**src/rtl/sqrt_seq_ctrl_if.sv**
```systemverilog
// Handshake and result bundle for sqrt_seq_ctrl.
// The master requests a root; the slave (the controller) returns status and results.
interface sqrt_seq_ctrl_if;
  logic       start_i;
  logic [7:0] x_i;
  logic       busy_o;
  logic       valid_o;
  logic [3:0] root_o;
  logic [7:0] rem_o;

  modport master (
    output start_i,
    output x_i,
    input  busy_o,
    input  valid_o,
    input  root_o,
    input  rem_o
  );

  modport slave (
    input  start_i,
    input  x_i,
    output busy_o,
    output valid_o,
    output root_o,
    output rem_o
  );
endinterface

```
**src/rtl/sqrt_seq_ctrl.sv**
```systemverilog
// Sequential floor(sqrt(x)) by subtracting successive odd numbers through one shared 8-bit CLA.
// Define SQRT_REM_EN to keep a real remainder register on rem_o; otherwise rem_o is tied to zero.
module sqrt_seq_ctrl (
  input  logic           clk_i,
  input  logic           rst_i,
  sqrt_seq_ctrl_if.slave bus
);

  localparam logic [1:0] StIdle = 2'd0;
  localparam logic [1:0] StSub  = 2'd1;
  localparam logic [1:0] StInc  = 2'd2;
  localparam logic [1:0] StDone = 2'd3;

  logic [1:0] state_q, state_d;
  logic [7:0] r_q, r_d;
  logic [7:0] odd_q, odd_d;
  logic [3:0] cnt_q, cnt_d;
  logic [3:0] root_q;

  logic [7:0] add_a, add_b, add_sum;
  logic       add_ci, add_co;
  logic [4:0] lo_res, hi_res;

  // 4-bit carry-lookahead slice: returns {carry_out, sum}.
  function automatic logic [4:0] cla4(input logic [3:0] a, input logic [3:0] b,
                                      input logic ci);
    logic [3:0] g, p;
    logic [4:0] c;
    g    = a & b;
    p    = a ^ b;
    c[0] = ci;
    c[1] = g[0] | (p[0] & ci);
    c[2] = g[1] | (p[1] & g[0]) | (p[1] & p[0] & ci);
    c[3] = g[2] | (p[2] & g[1]) | (p[2] & p[1] & g[0]) | (p[2] & p[1] & p[0] & ci);
    c[4] = g[3] | (p[3] & g[2]) | (p[3] & p[2] & g[1]) | (p[3] & p[2] & p[1] & g[0])
         | (p[3] & p[2] & p[1] & p[0] & ci);
    return {c[4], p ^ c[3:0]};
  endfunction

  always_comb begin
    add_a  = 8'd0;
    add_b  = 8'd0;
    add_ci = 1'b0;
    case (state_q)
      StSub: begin
        add_a  = r_q;
        add_b  = ~odd_q;
        add_ci = 1'b1;
      end
      StInc: begin
        add_a = odd_q;
        add_b = 8'd2;
      end
      default: ;
    endcase
  end

  assign lo_res  = cla4(add_a[3:0], add_b[3:0], add_ci);
  assign hi_res  = cla4(add_a[7:4], add_b[7:4], lo_res[4]);
  assign add_sum = {hi_res[3:0], lo_res[3:0]};
  assign add_co  = hi_res[4];

  always_comb begin
    state_d = state_q;
    r_d     = r_q;
    odd_d   = odd_q;
    cnt_d   = cnt_q;
    case (state_q)
      StIdle: begin
        if (bus.start_i) begin
          r_d     = bus.x_i;
          odd_d   = 8'd1;
          cnt_d   = 4'd0;
          state_d = StSub;
        end
      end
      StSub: begin
        // Carry out set means no borrow: remainder still covers the odd subtrahend.
        if (add_co) begin
          r_d     = add_sum;
          cnt_d   = cnt_q + 4'd1;
          state_d = StInc;
        end else begin
          state_d = StDone;
        end
      end
      StInc: begin
        odd_d   = add_sum;
        state_d = StSub;
      end
      default: state_d = StIdle;
    endcase
  end

  logic load_result;
  assign load_result = (state_q == StSub) && !add_co;

  always_ff @(posedge clk_i) begin
    if (rst_i) begin
      state_q <= StIdle;
      r_q     <= 8'd0;
      odd_q   <= 8'd0;
      cnt_q   <= 4'd0;
      root_q  <= 4'd0;
    end else begin
      state_q <= state_d;
      r_q     <= r_d;
      odd_q   <= odd_d;
      cnt_q   <= cnt_d;
      if (load_result) begin
        root_q <= cnt_q;
      end
    end
  end

`ifdef SQRT_REM_EN
  logic [7:0] rem_q;

  always_ff @(posedge clk_i) begin
    if (rst_i) begin
      rem_q <= 8'd0;
    end else if (load_result) begin
      rem_q <= r_q;
    end
  end

  assign bus.rem_o = rem_q;
`else
  assign bus.rem_o = 8'd0;
`endif

  assign bus.busy_o  = (state_q != StIdle);
  assign bus.valid_o = (state_q == StDone);
  assign bus.root_o  = root_q;

endmodule

```
**src/flat_wrapper.sv**
```systemverilog
// flat-port wrapper written by rule: the top's interface ports become plain ports
module sqrt_seq_ctrl_flat 
  (clk_i, rst_i, bus_start_i, bus_x_i, bus_busy_o, bus_valid_o, bus_root_o, bus_rem_o);
  sqrt_seq_ctrl_if bus_i ();
  input  logic clk_i;
  input  logic rst_i;
  input wire logic [$bits(bus_i.start_i)-1:0] bus_start_i;
  input wire logic [$bits(bus_i.x_i)-1:0] bus_x_i;
  output wire logic [$bits(bus_i.busy_o)-1:0] bus_busy_o;
  output wire logic [$bits(bus_i.valid_o)-1:0] bus_valid_o;
  output wire logic [$bits(bus_i.root_o)-1:0] bus_root_o;
  output wire logic [$bits(bus_i.rem_o)-1:0] bus_rem_o;
  assign bus_i.start_i = bus_start_i;
  assign bus_i.x_i = bus_x_i;
  assign bus_busy_o = bus_i.busy_o;
  assign bus_valid_o = bus_i.valid_o;
  assign bus_root_o = bus_i.root_o;
  assign bus_rem_o = bus_i.rem_o;
  sqrt_seq_ctrl u_core (.clk_i(clk_i), .rst_i(rst_i), .bus(bus_i));
endmodule
```
**config.mk**
```make
export PLATFORM = sky130hd
export DESIGN_NAME = sqrt_seq_ctrl_flat
export DESIGN_NICKNAME = d
export VERILOG_FILES = /design/src/rtl/sqrt_seq_ctrl_if.sv /design/src/rtl/sqrt_seq_ctrl.sv /design/src/flat_wrapper.sv
export SDC_FILE = /design/constraint.sdc
export NUM_CORES = 1
export LEC_CHECK = 0
export CORE_ASPECT_RATIO = 0.5
export CORE_UTILIZATION = 48
export CTS_CLUSTER_DIAMETER = 50
export DETAILED_ROUTE_END_ITERATION = 10
export PLACE_DENSITY = 0.72
export REMOVE_ABC_BUFFERS = 1
export SLEW_MARGIN = 20
export SYNTH_ARGS = -nofsm -noshare
export SYNTH_HDL_FRONTEND = slang
export SYNTH_SLANG_ARGS = --single-unit
```
**constraint.sdc**
```tcl
create_clock -name clk_i -period 4 [get_ports clk_i]
set_input_delay 0.8 -clock clk_i [delete_from_list [all_inputs] [get_ports clk_i]]
set_output_delay 0.8 -clock clk_i [all_outputs]
set_load 0.05 [all_outputs]
```
======== Word level (Yosys, flattened, before mapping) ========
Index checks and enable logic that the tools add are counted.
storage, ports and cells
  input bits .............................. 11
  bits in registers ....................... 26
  output and inout port bits .............. 14
cells by class
  muxes and demuxes ....................... 14
  reductions and logical operators ........ 8
  equal/unequal tests ..................... 5
  bitwise gates (word level) .............. 59
  $add $sub $neg .......................... 1
operators by type and width
  cell                   count
  $pmux W8 S2            4
  $and A1 B1 Y1          32
  $mux W8                3
  $or A1 B1 Y1           20
  $xor A4 B4 Y4          4
  $and A4 B4 Y4          2
  $mux W4                2
  $not A8 Y8             1
  $pmux W4 S2            1
  $pmux W2 S3            1
  $reduce_bool A2 Y1     3
  $add A4 B1 Y4 const B  1
  $eq A2 B2 Y1 const B   2
  $reduce_and A3 Y1      1
  $eq A2 B1 Y1 const B   1
  $logic_not A2 Y1       1
  $mux W1                2
  $mux W2                1
  $ne A2 B1 Y1 const B   1
  $ne A2 B2 Y1 const B   1
  $reduce_and A2 Y1      1
  $logic_and A1 B1 Y1    1
  $logic_not A1 Y1       1

======== Depth between registers and ports, before layout ========
Gate-level depths: netlist of run 1.
  depth after elaboration ................. 13
  gate-level depth with buffers ........... 16
  gate-level depth less buffers ........... 15

======== Worst setup path before layout of run 1 ========
OpenSTA, ideal clock, no wires.
  kind .................................... flip-flop to flip-flop
  start ................................... reg u_core.state_q[1]
  end ..................................... reg u_core.r_q[4]
  clock period less this slack ............ 3.220 ns
  path slack .............................. 0.780 ns
  path buffers ............................ 2
  cell stages (with the launch flop) ...... 17
  data required time ...................... 3.914 ns
  arrival time ............................ 3.134 ns
  cell sequence ........................... dfxtp_1 -> inv_1 -> ha_1 -> buf_2 -> clkbuf_1 -> a22oi_1 -> nor2b_1 -> ha_1 -> o21ai_0 -> nor2_1 -> nor2_1 -> nor2b_1 -> nor2_1 -> fa_1 -> nor2_1 -> a21oi_1 -> a211oi_1
between the ends
  longest elaborated chain between the ends .. 12
  elaborated cells on any way between the ends .. 39
  those cells by class .................... eq/ne (4); mux (5); bitwise (27); reduce/logical (3)
RTL lines
  what                                                     line                                      source
  start, declared                                          sqrt_seq_ctrl.sv:14                       logic [1:0] state_q, state_d;
  start signal, assigned                                   sqrt_seq_ctrl.sv:100                      state_q <= StIdle;
  start signal, assigned                                   sqrt_seq_ctrl.sv:106                      state_q <= state_d;
  $eq A2 B2 Y1 or $eq A2 B1 Y1 (tied branches)             sqrt_seq_ctrl.sv:44, sqrt_seq_ctrl.sv:68
  $pmux W8 S2                                              sqrt_seq_ctrl.sv:44                       case (state_q)
  $xor A4 B4 Y4 or $and A4 B4 Y4 (tied branches)           sqrt_seq_ctrl.sv:30, sqrt_seq_ctrl.sv:29
  $and A1 B1 Y1, on equally long branches                  sqrt_seq_ctrl.sv:35, sqrt_seq_ctrl.sv:36
  $or A1 B1 Y1, or another cell as far along (2 in a row)  sqrt_seq_ctrl.sv:35                       c[4] = g[3] | (p[3] & g[2]) | (p[3] & p[2] & g[1]) | (p[3] & p[2] & p[1] & g[0])
  $or A1 B1 Y1 or $and A1 B1 Y1 (tied branches)            sqrt_seq_ctrl.sv:35, sqrt_seq_ctrl.sv:36
  $or A1 B1 Y1                                             sqrt_seq_ctrl.sv:36                       | (p[3] & p[2] & p[1] & p[0] & ci);
  $and A1 B1 Y1                                            sqrt_seq_ctrl.sv:36
  $or A1 B1 Y1                                             sqrt_seq_ctrl.sv:36
  $ne A2 B1 Y1 (no source line)                            -
  $reduce_and A3 Y1 (no source line)                       -
  end signal, assigned                                     sqrt_seq_ctrl.sv:107                      r_q <= r_d;
  end, declared                                            sqrt_seq_ctrl.sv:15                       logic [7:0] r_q, r_d;
Several ways; a longest one is shown, not always the timed one. The select of a mux whose other input is x is not followed.
A chain may end at the register's enable or synchronous reset.

======== Worst setup path in the final report of run 1 ========
  start ................................... reg u_core.state_q[0]
  end ..................................... reg u_core.r_q[4]
Same word-level chain as after synthesis.

==> results of run 1 <==
[worst register-to-register path: cells and delay by family, from the launching register on]
kind / cells / cell delay, ns
adder cells (fa/ha/maj): 3 / 1.23
AND/OR/NAND/NOR: 6 / 0.83
AO/OA/AOI/OAI: 4 / 0.81
flip-flops: 1 / 0.38
buffers and inverters: 1 / 0.11
[path summary, 6_finish.rpt]
kind                                                   end  cells after the start
worst min register to register  u_core.r_q[6]$_SDFFE_PP0P_                      2
worst min-delay path            u_core.r_q[6]$_SDFFE_PP0P_                      2
worst max register to register  u_core.r_q[4]$_SDFFE_PP0P_                     14
worst max-delay path            u_core.r_q[4]$_SDFFE_PP0P_                     14
[routing by layer]
metal	share of wire, %	up-vias
li1	-	725
met1	48	665
met2	46	25
met3	4.3	5
met4	1.3	0
met5	0	-
[area by class of cell]
type	count	area, um2
clock buffer	3	41.29
sequential	26	520.5
multi-input combinational	160	1134
fill	331	1474
clock inverter	1	30.03
timing repair buffer	18	175.2
inverter	9	33.78
tap	51	63.81
[cells by family (layout without fill, tap and decap cells)]
family | Yosys count | count (layout) | synth area share, %
simple gates | 70 | 70 | 18.08
fa+ha+maj | 17 | 17 | 12.85
compound gates | 48 | 48 | 22.10
other cells | 1 | 8 | 0.2117
mux | 12 | 12 | 6.780
xor+xnor | 5 | 5 | 2.472
flops | 26 | 26 | 29.38
buf+inv | 27 | 31 | 8.120
[power by group]
part	internal [mW]	switching, mW	leakage (nW)	total (mW)
clock network	0.134	0.0897	0.0357	0.224
logic	0.180	0.304	0.571	0.485
registers	0.297	0.0267	0.212	0.324
total	0.611	0.421	0.818	1.03
[sequential cells by signal (all words and copies together) (netlist names)]
register and flops:
u_core.r_q 8, u_core.bus.root_o 4, u_core.cnt_q 4, u_core.odd_q 8, u_core.state_q 2
[per-stage QoR]
stage	utilization, %	power [mW]	std cells
after global routing	57.55	1.107	268
final	57.55	1.032	268
after global placement	55.50	0.8018	264
after floorplan	-	0.6935	195
after detailed placement	55.50	0.8112	264
after CTS	57.55	1.038	268
[layout by cell type, fill, tap and decap left out, types with 3 or more instances in the layout]
cell type	instances
nor2b_1	10
nand3_1	4
clkbuf_8	3
dfxtp_1	26
ha_1	15
clkdlybuf4s50_1	16
nor2_1	42
xnor2_1	4
o21ai_1	4
nand2b_1	3
conb_1	8
a21oi_1	5
nand2_1	5
a22oi_1	13
a211oi_1	7
mux2i_1	12
inv_1	8
==> out/qor.csv, run 1 <==
metric,value,unit
Power Dens Cells,516.5,nW/um2
total CTS buffers,3,
fin crit period,3.461,ns
# Post-CTS Setup Buffers,0,
CP Cell Sequence,"inv_1, ha_1, a22oi_1, nor2b_1, ha_1, a211oi_1, nor2_1, nor2_1, nor2b_1, nor2_1, fa_1, nor2_1, a21oi_1, a211oi_1",
CTS tree,done,
I/O pin total,25,
final worst slack,0.5391,ns
DP Area,1927,um2
final-report max-slew violation count,0,
I/O Buffers,16,
Synth top area share,29.38,%
"delay-heaviest family, CP",adder cells,
worst path required time,4.19,ns
WP data arrival,3.65,ns
synthesis warning total,0,
FF-to-FF Start,u_core.state_q[0]$_SDFFE_PP0P_,
Final setup viols,0,
Cell variety after synth,43,
sequential area share after synthesis,29.38,%
slew margin rel.,42.35,%
number of synthesized register bits,26,
Setup TNS,0,ns
gr busiest metal,met2,
worst hold margin,0.4774,ns
Worst Tran Pin Value,0.8620,ns
CP Launch Type,flop,
DIE HEIGHT,44.96,um
"Reg clk slew, reported paths",0.09,ns
Crit Path Category,flop to flop,
clk_lat worst skew,0.28,ns
final number of hold-violating endpoints,0,
DP Wirelength,2553,um
vias,1420,
vias per cell,5.299,
largest net degree at the start of global routing,23,
max_cap viols,0,
Leak,0.8184,nW
Initial Util,51.03,%
met1 Resource Use GR,27.29,%
Final GP Congestion,0.8471,
min-delay worst type,flop to flop,
# rows,15,
"top cells by count, synth","nor2_1, dfxtp_1, ha_1",
initial antenna violation count,0,
Synth Flop Type,dfxtp_1,
met3 GRT Util,4.388,%
post_cts resized,0,
global-route wire length before repair,6051,um
hold bufs inserted after CTS,0,
Clock H-tree levels,1,
Max Clock Skew,0.004431,ns
pre-CTS WS,0.6192,ns
First DRT Iteration DRCs,83,
total track usage,20.92,%
Antenna diodes,0,
number of synthesized flops with an enable pin,0,
Critical-path top delay cell,ha_1,
Achievable Freq,288.9,MHz
DRC viols,0,
NumNets Final,246,
Setup crit end kind,flop,
Area Overhead vs Synth,12.78,%
Syn Inst Count,206,
Buf/Inv on CP,1,
fin crit share,86.52,%
Avg Synthesized Cell Area,8.600,um2
layout cells sized above 1,8.295,%
"count leader, synth",nor2_1,
drt first pass iters,4,
remaining antenna violation count,0,
Root Buffer,clkbuf_8,
synthesized area,1772,um2
Wirelength per Cell,13.38,um
R2R Setup Slk,0.54,ns
Worst setup startpoint,u_core.state_q[0]$_SDFFE_PP0P_,
vias in the first global route,1334,
overall overflow remaining after global route,0,
Crit path largest cell delay,0.49,ns
Post-synth ARST share,0,%
status,"complete, no violations",
hold_sp,u_core.r_q[6]$_SDFFE_PP0P_,
Area contributors post-synth,"dfxtp_1, ha_1, nor2_1",
Routed WL,3586,um
die footprint,3953,um2
met2 usage,34.57,%
clk buf depth,2,
most repeated library cell on the critical path,nor2_1,
Synth area leader,dfxtp_1,
design area,1998,um2
Die Wd,87.92,um
CTS Sinks,26,
unrepaired setup endpoints after global routing,no,
VDD IR max,184.3,uV
Core ar.,3472,um2
Critical Path Fanout Max,13,
(Power assumes the default switching activity.)
==> run 2: changes to the inputs <==
==> constraint.sdc (replaced) <==
create_clock -name clk_i -period 4 [get_ports clk_i]
set_input_delay 0.8 -clock clk_i [delete_from_list [all_inputs] [get_ports clk_i]]
set_output_delay 0.8 -clock clk_i [all_outputs]
set_load 0.01 [all_outputs]
==> results of run 2 <==
Same layout as run 1 (identical final DEF). Status: complete, no violations.
Main changes from that run: total power 1.032 mW -> 1.002 mW; worst IR drop on VDD 184.3 uV -> 183.7 uV
==> run 3: changes to the inputs <==
--- a/config.mk
+++ b/config.mk
@@ -7,8 +7,9 @@
 export LEC_CHECK = 0
 export CORE_ASPECT_RATIO = 0.5
 export CORE_UTILIZATION = 48
-export CTS_CLUSTER_DIAMETER = 50
 export DETAILED_ROUTE_END_ITERATION = 10
+export GPL_ROUTABILITY_DRIVEN = 0
+export GPL_TIMING_DRIVEN = 1
 export PLACE_DENSITY = 0.72
 export REMOVE_ABC_BUFFERS = 1
 export SLEW_MARGIN = 20
==> results of run 3 <==
Same layout as run 1 (identical final DEF). Status: complete, no violations.
Main changes from that run: total power 1.032 mW -> 1.002 mW; worst IR drop on VDD 184.3 uV -> 183.7 uV
